## src/rtl/musa_pkg.sv

```systemverilog
// Shared constants and types for the MUSA multi-cycle control unit:
// opcode and ALU-function codes, stage encoding, PC-source encoding and
// the instruction classes produced by the decoder.
package musa_pkg;

  // Opcode field values (zero-extended when the opcode is wider than 6 bits)
  localparam logic [5:0] OP_R    = 6'b000000;
  localparam logic [5:0] OP_NOP  = 6'b000001;
  localparam logic [5:0] OP_JR   = 6'b000010;
  localparam logic [5:0] OP_CALL = 6'b000011;
  localparam logic [5:0] OP_JPC  = 6'b000100;
  localparam logic [5:0] OP_RET  = 6'b000111;
  localparam logic [5:0] OP_ADDI = 6'b001000;
  localparam logic [5:0] OP_SUBI = 6'b001001;
  localparam logic [5:0] OP_ANDI = 6'b001100;
  localparam logic [5:0] OP_ORI  = 6'b001101;
  localparam logic [5:0] OP_BRFL = 6'b010001;
  localparam logic [5:0] OP_LW   = 6'b100011;
  localparam logic [5:0] OP_SW   = 6'b101011;
  localparam logic [5:0] OP_HALT = 6'b111111;

  // ALU function codes driven for immediate-form instructions
  localparam logic [5:0] ALU_ADD = 6'b100000;
  localparam logic [5:0] ALU_SUB = 6'b100010;
  localparam logic [5:0] ALU_AND = 6'b100100;
  localparam logic [5:0] ALU_OR  = 6'b100101;

  // Pipeline stage encoding, visible on the state output
  typedef enum logic [2:0] {
    ST_IFH = 3'd0,
    ST_ID  = 3'd1,
    ST_EX  = 3'd2,
    ST_MEM = 3'd3,
    ST_WB  = 3'd4,
    ST_HLT = 3'd5
  } state_t;

  // PC source select
  typedef enum logic [1:0] {
    BR_SEQ   = 2'b00,
    BR_REL   = 2'b01,
    BR_ABS   = 2'b10,
    BR_STACK = 2'b11
  } branch_t;

  // Instruction class from the decoder
  typedef enum logic [3:0] {
    CL_ILLEGAL,
    CL_NOP,
    CL_HALT,
    CL_RTYPE,
    CL_ITYPE,
    CL_LOAD,
    CL_STORE,
    CL_JR,
    CL_JPC,
    CL_BRFL,
    CL_CALL,
    CL_RET
  } iclass_t;

  // Stage following EX
  typedef enum logic [1:0] {
    PATH_IFH,
    PATH_WB,
    PATH_MEM
  } path_t;

endpackage

```

## src/rtl/musa_decode.sv

```systemverilog
// Combinational instruction decoder: latched opcode/funct -> instruction
// class, ALU function, immediate select and the stage that follows EX.
// CALL/RET are only recognised when MUSA_CALLRET_EN is defined; otherwise
// they decode as illegal.
module musa_decode
  import musa_pkg::*;
#(
  parameter int OPW = 6,
  parameter int FW  = 6
) (
  input  logic [OPW-1:0] opcode,
  input  logic [FW-1:0]  funct,
  output iclass_t        iclass,
  output logic [FW-1:0]  alu_op,
  output logic           immediat,
  output path_t          path
);

  // Classify the opcode; anything unlisted stays illegal
  always_comb begin
    iclass   = CL_ILLEGAL;
    alu_op   = '0;
    immediat = 1'b0;
    path     = PATH_IFH;
    case (opcode)
      OPW'(OP_R): begin
        iclass = CL_RTYPE;
        alu_op = funct;
        path   = PATH_WB;
      end
      OPW'(OP_ADDI): begin
        iclass   = CL_ITYPE;
        alu_op   = FW'(ALU_ADD);
        immediat = 1'b1;
        path     = PATH_WB;
      end
      OPW'(OP_SUBI): begin
        iclass   = CL_ITYPE;
        alu_op   = FW'(ALU_SUB);
        immediat = 1'b1;
        path     = PATH_WB;
      end
      OPW'(OP_ANDI): begin
        iclass   = CL_ITYPE;
        alu_op   = FW'(ALU_AND);
        immediat = 1'b1;
        path     = PATH_WB;
      end
      OPW'(OP_ORI): begin
        iclass   = CL_ITYPE;
        alu_op   = FW'(ALU_OR);
        immediat = 1'b1;
        path     = PATH_WB;
      end
      OPW'(OP_LW): begin
        iclass   = CL_LOAD;
        alu_op   = FW'(ALU_ADD);
        immediat = 1'b1;
        path     = PATH_MEM;
      end
      OPW'(OP_SW): begin
        iclass   = CL_STORE;
        alu_op   = FW'(ALU_ADD);
        immediat = 1'b1;
        path     = PATH_MEM;
      end
      OPW'(OP_JR):   iclass = CL_JR;
      OPW'(OP_JPC):  iclass = CL_JPC;
      OPW'(OP_BRFL): iclass = CL_BRFL;
      OPW'(OP_NOP):  iclass = CL_NOP;
      OPW'(OP_HALT): iclass = CL_HALT;
`ifdef MUSA_CALLRET_EN
      OPW'(OP_CALL): iclass = CL_CALL;
      OPW'(OP_RET):  iclass = CL_RET;
`endif
      default: ;
    endcase
  end

endmodule

```

## src/rtl/musa_mc_control.sv

```systemverilog
// MUSA multi-cycle control unit. Moore FSM IFH/ID/EX/MEM/WB/HLT driven by
// the latched instruction fields, with a bounded MEM-stage wait counter.
// Optional feature macro: MUSA_CALLRET_EN enables CALL (push) and RET (pop).
module musa_mc_control
  import musa_pkg::*;
#(
  parameter int OPW          = 6,
  parameter int FW           = 6,
  parameter int MEM_WAIT_MAX = 15
) (
  input  logic           clk,
  input  logic           rst,
  input  logic           instr_valid,
  output logic           instr_ready,
  input  logic [OPW-1:0] opcode,
  input  logic [FW-1:0]  funct,
  input  logic           flag_true,
  input  logic           mem_ready,
  output logic           read_reg,
  output logic           write_reg,
  output logic           read_data,
  output logic           write_data,
  output logic           immediat,
  output logic           pc_write,
  output logic           push,
  output logic           pop,
  output logic [FW-1:0]  alu_op,
  output logic [1:0]     branch,
  output logic [2:0]     state,
  output logic           halted,
  output logic           illegal,
  output logic           mem_timeout
);

  localparam logic [7:0] WAIT_LAST = 8'(MEM_WAIT_MAX);

  state_t         state_reg, state_next;
  logic [OPW-1:0] opcode_reg;
  logic [FW-1:0]  funct_reg;
  logic [7:0]     wait_cnt_reg;
  logic           timeout_reg;
  logic           handshake;
  logic           mem_last;
  branch_t        branch_sel;

  iclass_t        dec_class;
  logic [FW-1:0]  dec_alu_op;
  logic           dec_immediat;
  path_t          dec_path;

  musa_decode #(
    .OPW (OPW),
    .FW  (FW)
  ) u_decode (
    .opcode   (opcode_reg),
    .funct    (funct_reg),
    .iclass   (dec_class),
    .alu_op   (dec_alu_op),
    .immediat (dec_immediat),
    .path     (dec_path)
  );

  // Fetch is offered only in IFH and never while reset is held
  assign instr_ready = (state_reg == ST_IFH) && !rst;
  assign handshake   = instr_valid && (state_reg == ST_IFH);
  assign mem_last    = (wait_cnt_reg == WAIT_LAST);
  assign state       = state_reg;
  assign branch      = branch_sel;
  assign mem_timeout = timeout_reg;

  // State, latched instruction fields, MEM wait counter and timeout pulse
  always_ff @(posedge clk or posedge rst) begin
    if (rst) begin
      state_reg    <= ST_IFH;
      opcode_reg   <= '0;
      funct_reg    <= '0;
      wait_cnt_reg <= '0;
      timeout_reg  <= 1'b0;
    end else begin
      state_reg <= state_next;
      if (handshake) begin
        opcode_reg <= opcode;
        funct_reg  <= funct;
      end
      // Counter is zero on every MEM entry and counts MEM cycles spent
      if (state_reg == ST_MEM) begin
        wait_cnt_reg <= wait_cnt_reg + 8'd1;
      end else begin
        wait_cnt_reg <= '0;
      end
      timeout_reg <= (state_reg == ST_MEM) && !mem_ready && mem_last;
    end
  end

  // Next-stage selection and per-stage strobes
  always_comb begin
    state_next = state_reg;
    read_reg   = 1'b0;
    write_reg  = 1'b0;
    read_data  = 1'b0;
    write_data = 1'b0;
    immediat   = 1'b0;
    pc_write   = 1'b0;
    push       = 1'b0;
    pop        = 1'b0;
    alu_op     = '0;
    branch_sel = BR_SEQ;
    halted     = 1'b0;
    illegal    = 1'b0;
    case (state_reg)
      ST_IFH: begin
        if (instr_valid) state_next = ST_ID;
      end
      ST_ID: begin
        read_reg = 1'b1;
        case (dec_class)
          CL_ILLEGAL: begin
            illegal    = 1'b1;
            state_next = ST_IFH;
          end
          CL_HALT: state_next = ST_HLT;
          CL_NOP:  state_next = ST_IFH;
          default: state_next = ST_EX;
        endcase
      end
      ST_EX: begin
        alu_op   = dec_alu_op;
        immediat = dec_immediat;
        case (dec_class)
          CL_JR: begin
            pc_write   = 1'b1;
            branch_sel = BR_ABS;
          end
          CL_JPC: begin
            pc_write   = 1'b1;
            branch_sel = BR_REL;
          end
          CL_BRFL: begin
            pc_write   = flag_true;
            branch_sel = BR_REL;
          end
`ifdef MUSA_CALLRET_EN
          CL_CALL: begin
            push       = 1'b1;
            pc_write   = 1'b1;
            branch_sel = BR_ABS;
          end
          CL_RET: begin
            pop        = 1'b1;
            pc_write   = 1'b1;
            branch_sel = BR_STACK;
          end
`endif
          default: ;
        endcase
        case (dec_path)
          PATH_WB:  state_next = ST_WB;
          PATH_MEM: state_next = ST_MEM;
          default:  state_next = ST_IFH;
        endcase
      end
      ST_MEM: begin
        // Strobe held every MEM cycle; the last permitted cycle may still complete
        if (dec_class == CL_LOAD) begin
          read_data = 1'b1;
        end else begin
          write_data = 1'b1;
        end
        if (mem_ready) begin
          state_next = (dec_class == CL_LOAD) ? ST_WB : ST_IFH;
        end else if (mem_last) begin
          state_next = ST_IFH;
        end
      end
      ST_WB: begin
        write_reg  = 1'b1;
        state_next = ST_IFH;
      end
      ST_HLT: begin
        halted = 1'b1;
      end
      default: state_next = ST_IFH;
    endcase
  end

endmodule

```

## config.mk

```make
export PLATFORM = sky130hd
export DESIGN_NAME = musa_mc_control
export DESIGN_NICKNAME = d
export VERILOG_FILES = /design/src/rtl/musa_pkg.sv /design/src/rtl/musa_decode.sv /design/src/rtl/musa_mc_control.sv
export SDC_FILE = /design/constraint.sdc
export NUM_CORES = 1
export LEC_CHECK = 0
export ABC_CLOCK_PERIOD_IN_PS = 1900
export CAP_MARGIN = 20
export CORE_AREA = 2 2 66 55
export CTS_CLUSTER_DIAMETER = 150
export DETAILED_ROUTE_END_ITERATION = 7
export DIE_AREA = 0 0 68 57
export PLACE_DENSITY_LB_ADDON = 0.15
export RECOVER_POWER = 50
export SLEW_MARGIN = 20
export SYNTH_ARGS = -nofsm -noshare
export SYNTH_HDL_FRONTEND = slang
export SYNTH_SLANG_ARGS = --single-unit
export TNS_END_PERCENT = 10
```

## constraint.sdc

```tcl
create_clock -name clk -period 1.9 [get_ports clk]
set_input_delay 0.285 -clock clk [delete_from_list [all_inputs] [get_ports clk]]
set_output_delay 0.285 -clock clk [all_outputs]
set_load 0.02 [all_outputs]
```

Word-level counts from Yosys, hierarchy flattened

Index checks and enable logic that the tools add are counted.

Flip-flop bits (word level): 24
Input bits: 17
Output and inout bits: 23
Logic and storage cells: 79

$add $sub $neg: 1
Eq/ne operators: 27
Multiplexer cells: 27
Bitwise gates (word level): 1
Reductions and logical operators: 18

Operators with widths:

| operator                                       | count |
|---|---|
| one-hot mux 4 bit (9 select lines)             | 1 |
| one-hot mux 6 bit (5 select lines)             | 1 |
| == test 6 x 4 -> 1 bit (second input constant) | 4 |
| == test 6 bit (second input constant)          | 3 |
| one-hot mux 3 bit (5 select lines)             | 1 |
| two-way mux 1 bit                              | 12 |
| two-way mux 3 bit                              | 4 |
| one-hot mux 3 bit (2 select lines)             | 2 |
| adder 8 x 1 -> 8 bit (second input constant)   | 1 |
| == test 4 x 3 -> 1 bit (second input constant) | 2 |
| == test 4 bit (second input constant)          | 2 |
| == test 8 x 4 -> 1 bit (second input constant) | 1 |
| two-way mux 8 bit                              | 1 |
| one-hot mux 2 bit (2 select lines)             | 2 |
| OR reduction 2 bit                             | 4 |
| == test 3 x 2 -> 1 bit (second input constant) | 2 |
| == test 3 bit (second input constant)          | 2 |
| == test 6 x 1 -> 1 bit (second input constant) | 1 |
| == test 6 x 2 -> 1 bit (second input constant) | 1 |
| == test 6 x 3 -> 1 bit (second input constant) | 1 |
| == test 6 x 5 -> 1 bit (second input constant) | 1 |
| zero test 6 bit                                | 1 |
| two-way mux 6 bit                              | 1 |
| OR reduction 6 bit                             | 1 |
| other kinds (18)                               | 22 |

Longest topological paths before layout

Gate-level depths: netlist (run 1).

Depth in word-level cells: 7
Gate-level depth with buffers: 6
Depth with buffers taken out: 5

Modules after synthesis

A second synthesis (run 1) with hierarchy kept.

Cells, all modules: 158
Area, all modules: 1537.7 µm²

Modules (own cells, without submodules):

| module          | instances | cells an instance | area each (µm²) | sequential area each (µm²) |
|---|---|---|---|---|
| musa_mc_control | 1         | 116               | 1281.2          | 600.6 |
| musa_decode     | 1         | 42                | 256.5           | 0.0 |

Worst setup path before layout (run 1)

Ideal clock, no wire load.

Path kind: register to output
From: reg state_reg[0], in the netlist state[0]
To: out illegal
Arrival: 1687 ps
Data required time: 1615 ps
Path slack: -72 ps
Stages on the path, launching flop included: 5
Path buffers: 1
Cells stage by stage: dfrtp_1 -> buf_2 -> nor3b_2 -> nand3_1 -> nor3_1

Word-level cells in the longest chain between the ends: 2

Ends and longest elaborated chain:

| element                  | RTL line               | text |
|---|---|---|
| start: declaration       | musa_mc_control.sv:37  | `state_t state_reg, state_next;` |
| start signal: assignment | musa_mc_control.sv:80  | `state_reg <= state_next;` |
| == test 3 x 1 -> 1 bit   | musa_mc_control.sv:110 | `case (state_reg)` |
| two-way mux 1 bit        | musa_mc_control.sv:110 |  |
| end: declaration         | musa_mc_control.sv:31  | `output logic illegal,` |

No other way between the ends.

Final worst setup path (run 1)

From: reg opcode_reg[5]
To: out pc_write

Word-level cells in the longest chain between the ends: 7
Elaborated cells on any way between the ends: 20
Classes of those cells: eq/ne: 14; mux: 3; reduce/logical: 3

Ends and longest elaborated chain:

| element                                                        | RTL line               | text |
|---|---|---|
| start: declaration                                             | musa_mc_control.sv:38  | `logic [OPW-1:0] opcode_reg;` |
| start signal: assignment                                       | musa_mc_control.sv:82  | `opcode_reg <= opcode;` |
| == test 6 x 4 -> 1 bit                                         | musa_decode.sv:25      | `case (opcode)` |
| OR reduction 4 bit (no line)                                   | n/a                    |  |
| one-hot mux 4 bit (9 select lines) *                           | musa_decode.sv:25      |  |
| == test 4 bit / == test 4 x 3 -> 1 bit (equally long branches) | musa_mc_control.sv:129 | `case (dec_class)` |
| OR reduction 2 bit (no line)                                   | n/a                    |  |
| one-hot mux 1 bit (2 select lines) *                           | musa_mc_control.sv:129 |  |
| two-way mux 1 bit *                                            | musa_mc_control.sv:110 |  |
| end: declaration                                               | musa_mc_control.sv:24  | `output logic pc_write,` |

Every way passes the cells marked *; elsewhere a longest branch is shown, timed or not.

==> results of run 1 <==
power groups by stage:
stage	combinational [mW]	clock (mW)	sequential [mW]
final	1.83	0.458	0.918
after CTS	1.63	0.468	0.877
after global routing	1.96	0.495	0.935
after global placement	1.56	0	0.861
after floorplan	0.914	0	0.775
after detailed placement	1.61	0	0.873
cells by family after synthesis:
kind of cell    after synthesis  synth area share (%)
mux                           9                  6.76
simple gates                 71                  27.8
other cells                   1                 0.253
compound gates               26                  12.7
fa+ha+maj                     1                 0.845
flops                        24                  40.6
xor+xnor                      6                  3.55
buf+inv                      23                  7.52
area by class of cell:
class | instances | area [um^2] | share of cell area, %
Clock buffer | 3 | 41.3 | 1.82
Clock inverter | 1 | 30.0 | 1.32
Inverter | 10 | 37.5 | 1.65
Multi-Input combinational cell | 115 | 827 | 36.4
Sequential cell | 24 | 607 | 26.7
Tap cell | 42 | 52.6 | 2.31
Timing Repair Buffer | 84 | 679 | 29.9
worst paths after layout:
kind	slack, ns	cells past startpoint	end	start
max	-0.10	6	pc_write	opcode_reg[5]$_DFFE_PP0P_
max in group asynchronous	0.80	3	opcode_reg[4]$_DFFE_PP0P_	rst
max reg2reg	0.01	5	funct_reg[1]$_DFFE_PP0P_	state[1]$_DFFE_PP0P_
min	0.46	1	wait_cnt_reg[0]$_DFF_PP0_	wait_cnt_reg[0]$_DFF_PP0_
min in group asynchronous	0.64	3	mem_timeout$_DFF_PP0_	rst
min reg2reg	0.46	1	wait_cnt_reg[0]$_DFF_PP0_	wait_cnt_reg[0]$_DFF_PP0_
cells in the mapped netlist, drive strengths merged:
library cell	n
and3	7
nor2b	2
or3	1
a211oi	3
nor2	15
mux2i	1
a21oi	5
o211ai	1
xor2	2
a211o	1
nor4	3
ha	1
buf	12
dfrtp	24
o31ai	1
o41ai	1
xnor2	4
nand4b	1
nand3	8
and4	1
a31oi	3
nor3b	3
nor3	9
inv	10
nand2	13
nand3b	2
a311oi	1
a2bb2oi	1
clkbuf	1
conb	1
nand2b	2
and2	2
nand4	2
o2111ai	2
o21ai	7
mux2	8
repair_timing:
item / in CTS / in global routing
gates resized for setup: 59 / 23
setup buffers: 2 / 8
pin swaps: 3 / 7
setup endpoints to repair: 17 / 13
per-layer routing:
layer	vias to the layer above	track usage [%]	part of all wire, %
li1	712	-	-
met1	736	32.6	44
met2	63	36.6	48
met3	9	4.93	6.1
met4	0	8.29	2.1
met5	-	0	0
metrics by stage:
stage,cell area [um^2],hold WS [ns]
after floorplan,1490,0.300
after global placement,2130,0.435
after detailed placement,2130,0.451
after CTS,2190,0.407
after global routing,2270,0.502
final,2270,0.458
==> impl_metrics.csv, run 1 <==
group,metric,value,unit
clocking,clk_pin_slew,0.09,ns
timing,period_share,105,%
timing,finClkSkew,0.00623,ns
global_route,grt_pass1_wl,6760,um
global_route,grt-ovfl-total,0,
critical_path,crit_family,"buffers and inverters",
final_layout,syn_to_final_growth,53.7,%
job,drv_cap,0,
synth,syn_inst,161,
clocking,worstSkewPairLatency,0.28,ns
clocking,cts_tree,"done",
route,vias,1520,
outcome,violations,"setup timing",
pwr,power_density,1410,nW/um^2
global_route,grtUsageTotal,23.5,%
synth,ys_types,47,
outcome,outcome,"finished, violations left",
timing,worst_slew_pin_slew,0.678,ns
min_path,min_path_type,"flop to flop",
critical_path,slowest_delay,0.42,ns
placed_design,place_inst,265,
clocking,cts-root-buf,"clkbuf_8",
timing,clock.fmax,0.500,GHz
critical_path,end_kind,"primary output",
timing,fin_crit,2.00,ns
final_layout,final_cell_mix,"buf_4 (46), dfrtp_1 (19), clkdlybuf4s50_1 (19)",
synth,ys_seq_area_share,40.6,%
global_route,grt_max_degree,25,
timing,slew_headroom,54.7,%
global_route,antenna_found_initial,0,
critical_path,crit_path_top_delay_cell,"dfrtp_1",
pwr,internal_power,1.93,mW
synth,yosys_warnings,0,
route,via_per_inst,5.45,
critical_path,cp_data_required_time,1.62,ns
final_layout,final_common_cell,"buf_4",
global_route,grt_pass1_vias,1434,
final_layout,largest_reg_flops,8,
critical_path,path_class,"flop to primary output",
timing,fin_ws,-0.101,ns
clocking,clock_sinks,24,
floorplanning,dieArea,3880,um^2
floorplanning,start_util,45.1,%
floorplanning,die_h,57,um
pwr,vdd_drop_max,0.947,mV
final_layout,diodes,0,
route,drc,0,
timing,fin_tns_setup,-0.346,ns
clocking,hold_buffers,0,
clocking,numCtsBuffers,3,
placed_design,gp_congestion,0.943,
clocking,htree_levels,1,
pwr,total_leakage_power,1.06,nW
route,first_iter_violations,106,
pwr,p_sw_share,39.9,%
final_layout,fillers,254,
critical_path,crit_arrival,1.72,ns
final_layout,final_nets,256,
pwr,totalPowerFinal,3.20,mW
final_layout,drive_gt1_share,38.8,%
floorplanning,dieWidth,68,um
pwr,clkPwrFrac,14.3,%
critical_path,startpoint_type,"flop",
synth,synthTopCellsByArea,"dfrtp_1 (41%), mux2_2 (4.6%), nor2_1 (3.8%)",
placed_design,io_buffers,37,
synth,netlist_area,1480,um^2
final_layout,fin_cells,279,
floorplanning,coreArea,3280,um^2
clocking,clock_path_buffers,2,
critical_path,crit_fanout,3,
route,wl,4430,um
route,ant_nets,0,
route,drtPass1Iterations,4,
floorplanning,io_pins,40,
critical_path,path_buf_inv,4,
synth,yosys.area.top_type_share,40.6,%
pwr,seq_power_share,28.7,%
timing,rsz0062_at_grt,"true",
critical_path,crit_chain,"buf_4 > buf_4 > inv_1 > nand3_1 > o41ai_2 > buf_2",
pwr,combPwrFrac,57.0,%
floorplanning,rows,19,
final_layout,utilization,69.3,%
critical_path,cp_common_cell,"buf_4",
synth,ys_ff_latch,24,
placed_design,preCtsSetupSlack,-0.228,ns
timing,setup_viol,7,
timing,finalHoldViolCount,0,
synth,syn_area_per_cell,9.19,um^2
placed_design,detailed_place_hpwl,3030,um
pwr,p_switching,1.28,mW
timing,drv_slew,0,
route,wire_per_inst,15.9,um
synth,yosysTopAreaCell,"dfrtp_1",
No activity file was read; power rests on OpenSTA's default activity.
==> inputs of run 2 (changes only) <==
--- a/config.mk
+++ b/config.mk
@@ -7,10 +7,11 @@
 export LEC_CHECK = 0
 export ABC_CLOCK_PERIOD_IN_PS = 1900
 export CAP_MARGIN = 20
-export CORE_AREA = 2 2 66 55
+export CORE_AREA = 2 2 59 50
 export CTS_CLUSTER_DIAMETER = 150
 export DETAILED_ROUTE_END_ITERATION = 7
-export DIE_AREA = 0 0 68 57
+export DIE_AREA = 0 0 61 52
+export DONT_BUFFER_PORTS = 1
 export PLACE_DENSITY_LB_ADDON = 0.15
 export RECOVER_POWER = 50
 export SLEW_MARGIN = 20
==> run 2 against run 1 <==
  * The run still ends with setup timing left
  * Global-route usage up 0.17 points
  * Clock power down 19%
  * Clock skew increased by 0.00084 ns
  * Maximum frequency grew 0.60%
  * Non-clock buffer count fell by 52
  * Clock-buffer cell count stayed put
  * Setup slack better by 0.012 ns
==> impl_metrics.csv, run 2 (synthesized netlist as in run 1, its figures left out) <==
group,metric,value,unit
critical_path,end_kind,"primary output",
outcome,outcome,"finished, violations left",
critical_path,cp_common_cell,"buf_4",
clocking,numCtsBuffers,3,
clocking,clk_pin_slew,0.13,ns
placed_design,detailed_place_hpwl,2510,um
job,drv_cap,0,
floorplanning,die_h,52,um
final_layout,final_cell_mix,"buf_4 (28), dfrtp_1 (18), nor2_1 (14)",
route,drc,0,
timing,rsz0062_at_grt,"true",
pwr,clkPwrFrac,14.7,%
route,drtPass1Iterations,4,
critical_path,crit_arrival,1.70,ns
placed_design,place_inst,212,
global_route,grt-ovfl-total,0,
global_route,antenna_found_initial,0,
route,first_iter_violations,59,
route,wl,3400,um
outcome,violations,"setup timing",
pwr,total_leakage_power,0.789,nW
critical_path,crit_chain,"buf_4 > inv_2 > nand3_1 > o41ai_2 > buf_4",
global_route,grtUsageTotal,23.7,%
timing,period_share,105,%
clocking,cts_tree,"done",
floorplanning,io_pins,40,
pwr,vdd_drop_max,0.834,mV
final_layout,drive_gt1_share,34.6,%
pwr,totalPowerFinal,2.53,mW
pwr,power_density,1410,nW/um^2
placed_design,preCtsSetupSlack,0.175,ns
floorplanning,dieWidth,61,um
timing,finalHoldViolCount,0,
global_route,grt_pass1_vias,1206,
final_layout,fin_cells,223,
route,vias,1265,
critical_path,crit_family,"flip-flops",
floorplanning,start_util,56.6,%
clocking,clock_sinks,24,
timing,slew_headroom,14.0,%
critical_path,path_buf_inv,3,
final_layout,syn_to_final_growth,21.1,%
clocking,worstSkewPairLatency,0.33,ns
placed_design,io_buffers,0,
pwr,internal_power,1.47,mW
clocking,htree_levels,1,
timing,drv_slew,0,
clocking,cts-root-buf,"clkbuf_4",
floorplanning,dieArea,3170,um^2
pwr,combPwrFrac,49.5,%
pwr,seq_power_share,35.8,%
pwr,p_sw_share,42.0,%
final_layout,final_common_cell,"buf_4",
final_layout,fillers,226,
timing,fin_crit,1.99,ns
final_layout,largest_reg_flops,8,
critical_path,startpoint_type,"flop",
clocking,clock_path_buffers,2,
critical_path,path_class,"flop to primary output",
floorplanning,rows,17,
timing,clock.fmax,0.503,GHz
global_route,grt_pass1_wl,5570,um
critical_path,crit_fanout,7,
critical_path,cp_data_required_time,1.62,ns
final_layout,regArea,608,um^2
global_route,grt_max_degree,25,
pwr,p_switching,1.06,mW
timing,worst_slew_pin_slew,1.29,ns
critical_path,slowest_delay,0.47,ns
timing,finClkSkew,0.00707,ns
final_layout,diodes,0,
min_path,min_path_type,"input pin to flop",
timing,holdWs,0.0113,ns
timing,setup_viol,4,
critical_path,crit_path_top_delay_cell,"dfrtp_2",
route,via_per_inst,5.67,
final_layout,multiInputGateArea,808,um^2
route,wire_per_inst,15.2,um
timing,fin_ws,-0.0893,ns
route,ant_nets,0,
placed_design,gp_congestion,0.808,
floorplanning,coreArea,2620,um^2
final_layout,final_nets,204,
## run 2: cell types whose count changed in the layout (fill, tap and decap cells not counted), sizes merged
cell / delta
dlygate4sd2: -3
clkdlybuf4s50: -19
clkbuf: -1
clkdlybuf4s15: -1
dlymetal6s2s: -1
buf: -27
## run 2: stage by stage
step | TNS, ns | area (um^2) | utilization [%]
2_1_floorplan | 0 | 1490 | -
3_3_place_gp | 0 | 1650 | 63.1
3_5_place_dp | 0 | 1650 | 63.1
4_1_cts | -0.167 | 1770 | 67.7
5_1_grt | -1.43 | 1790 | 68.5
6_report | -0.211 | 1790 | 68.5
## run 2: cell type report
type / instances / share of cell area [%]
Inverter: 10 / 2.09
Tap cell: 38 / 2.65
Timing Repair Buffer: 32 / 13.3
Clock inverter: 1 / 1.67
Sequential cell: 24 / 33.9
Multi-Input combinational cell: 115 / 45.1
Clock buffer: 3 / 1.26
## run 2: worst paths after layout
path	slack, ns	start	end	cells past startpoint
worst max-delay path	-0.09	opcode_reg[3]$_DFFE_PP0P_	pc_write	5
worst min-delay path	0.01	mem_ready	mem_timeout$_DFF_PP0_	1
worst max register to register	0.22	state[2]$_DFFE_PP0P_	state[0]$_DFFE_PP0P_	6
worst min register to register	0.47	wait_cnt_reg[0]$_DFF_PP0_	wait_cnt_reg[0]$_DFF_PP0_	1
max in group asynchronous	0.23	rst	opcode_reg[3]$_DFFE_PP0P_	3
min in group asynchronous	0.82	rst	funct_reg[2]$_DFFE_PP0P_	3
## run 2: repair_timing
item,in CTS,in global routing
setup buffers,4,2
gates resized for setup,13,3
hold buffers,1,0
gates cloned,0,0
pin swaps,3,1
endpoints found under the setup margin,12,12
endpoints found under the hold margin,24,0
## run 2: power groups by stage
stage	registers, mW	logic [mW]	clock network [mW]
after floorplan	0.775	0.914	0
after global placement	0.894	1.07	0
after detailed placement	0.919	1.09	0
after CTS	0.900	1.20	0.377
after global routing	0.933	1.37	0.397
final	0.908	1.25	0.373
## run 2: routing by layer
metal	track usage (%)	wire length, um	vias to the layer above
met4	4.35	21	0
met3	6.47	240	2
met2	38.7	1600	46
met1	31.8	1540	606
met5	0	0	-
li1	-	-	611
==> inputs of run 3 (changes only) <==
--- a/config.mk
+++ b/config.mk
@@ -12,6 +12,7 @@
 export DETAILED_ROUTE_END_ITERATION = 7
 export DIE_AREA = 0 0 61 52
 export DONT_BUFFER_PORTS = 1
+export MAX_ROUTING_LAYER = met4
 export PLACE_DENSITY_LB_ADDON = 0.15
 export RECOVER_POWER = 50
 export SLEW_MARGIN = 20
==> run 3 against run 2 <==
  * The flow still finishes with violations (setup timing)
  * Critical path depth did not move
  * Via count rose by 0.63%
  * Clock-buffer cell count is the same
  * Clock power barely moved
  * Wire length grew 0.26%
  * Clock skew barely moved
  * Cell area unchanged
  * Sequential share of layout area unchanged
  * Setup slack gained 0.0017 ns
  * Die area is the same
  * Hold slack better by 0.00098 ns
  * Critical path type unchanged
  * Largest cell class unchanged
==> impl_metrics.csv, run 3 (synthesized netlist as in run 1, its figures left out) <==
group,metric,value,unit
job,drv_cap,0,
final_layout,diodes,0,
route,via_per_inst,5.71,
critical_path,rr_startpoint,"state[2]$_DFFE_PP0P_",
global_route,grt-ovfl-total,0,
floorplanning,io_pins,40,
timing,worst_slew_pin_slew,1.30,ns
global_route,grt_max_degree,25,
placed_design,gp_congestion,0.820,
critical_path,crit_fanout,7,
timing,fin_tns_setup,-0.198,ns
floorplanning,rows,17,
timing,clock.fmax,0.503,GHz
placed_design,io_buffers,0,
floorplanning,dieArea,3170,um^2
clocking,htree_levels,1,
outcome,outcome,"finished, violations left",
clocking,cts_tree,"done",
floorplanning,start_util,56.6,%
floorplanning,die_h,52,um
final_layout,fin_cells,223,
min_path,min_path_type,"input pin to flop",
clocking,clock_path_buffers,2,
outcome,violations,"setup timing",
pwr,total_leakage_power,0.789,nW
final_layout,syn_to_final_growth,21.1,%
route,vias,1273,
final_layout,post-route-cell-area,1790,um^2
clocking,clock_sinks,24,
timing,holdWs,0.0123,ns
clocking,cts-root-buf,"clkbuf_4",
timing,period_share,105,%
placed_design,place_inst,212,
floorplanning,dieWidth,61,um
clocking,worstSkewPairLatency,0.33,ns
global_route,grtUsageTotal,24.3,%
timing,fin_ws,-0.0875,ns
final_layout,drive_gt1_share,34.6,%
global_route,grt_pass1_wl,5580,um
global_route,antenna_found_initial,0,
clocking,numCtsBuffers,3,
timing,drv_slew,0,
timing,finalHoldViolCount,0,
clocking,clk_pin_slew,0.13,ns
timing,slew_headroom,13.2,%
min_path,worstHoldStart,"mem_ready",
route,ant_nets,0,
timing,fin_crit,1.99,ns
placed_design,placed_cell_area,1650,um^2
critical_path,startpoint_type,"flop",
global_route,grt_pass1_vias,1210,
final_layout,largest_reg_flops,8,
route,first_iter_violations,48,
timing,setup_viol,4,
final_layout,utilization,68.5,%
floorplanning,coreArea,2620,um^2
final_layout,final_cell_mix,"buf_4 (28), dfrtp_1 (18), nor2_1 (14)",
route,wire_per_inst,15.3,um
route,wl,3410,um
final_layout,final_nets,204,
critical_path,path_class,"flop to primary output",
pwr,power_density,1410,nW/um^2
route,drtPass1Iterations,6,
critical_path,end_kind,"primary output",
critical_path,critPathLaunch,"opcode_reg[3]$_DFFE_PP0P_",
placed_design,detailed_place_hpwl,2510,um
critical_path,rrSetupSlack,0.22,ns
critical_path,cp_data_required_time,1.62,ns
pwr,vdd_drop_max,0.833,mV
final_layout,final_common_cell,"buf_4",
critical_path,crit_arrival,1.70,ns
timing,rsz0062_at_grt,"true",
timing,finClkSkew,0.00716,ns
route,drc,0,
[run 3: cell counts in the layout (fill, tap and decap cells not counted)]
Identical to the previous run, type by type.
[run 3: final timing paths]
kind | cells after the start | to
setup / recovery | 5 | pc_write
hold / removal | 1 | mem_timeout$_DFF_PP0_
setup reg to reg | 6 | state[0]$_DFFE_PP0P_
hold reg to reg | 1 | wait_cnt_reg[0]$_DFF_PP0_
max in group asynchronous | 3 | opcode_reg[0]$_DFFE_PP0P_
min in group asynchronous | 3 | funct_reg[2]$_DFFE_PP0P_
[run 3: layout make-up]
cell class	count	area, um^2
multi-input cells	115	808
flip-flops and latches	24	608
fillers	226	823
well taps	38	47.5
inverters	10	37.5
clock buffers	3	22.5
repair buffers	32	239
clock inverters	1	30.0
[run 3: power by group]
part           internal, mW  total, mW  switching [mW]
clock                 0.214      0.373           0.159
combinational         0.583       1.25           0.668
sequential            0.674      0.909           0.235
[run 3: stage by stage]
stage	worst slack (ns)	power, mW
final	-0.0875	2.53
after global routing	-0.147	2.70
after CTS	-0.0867	2.48
after detailed placement	0.175	2.01
after global placement	0.225	1.97
after floorplan	0.0731	1.69
[run 3: what timing repair did]
item / CTS / global route
pin swaps: 3 / 1
setup endpoints to repair: 12 / 12
resized for setup: 13 / 3
buffers inserted: 4 / 2
endpoints found under the hold margin: 24 / 0
hold buffers: 1 / 0
[run 3: worst max-delay path, cell delays in order, from the launching register on]
cell	delay, ns
dfrtp_2	0.47
buf_4	0.18
inv_2	0.08
nand3_1	0.10
o41ai_2	0.35
buf_4	0.19
[run 3: per-layer routing]
metal	track usage (%)	vias to the layer above	routed length [um]
met5	-	-	0
met4	4.35	0	21
met3	5.22	2	222
met2	38.4	57	1590
met1	32.8	604	1570
li1	-	610	-
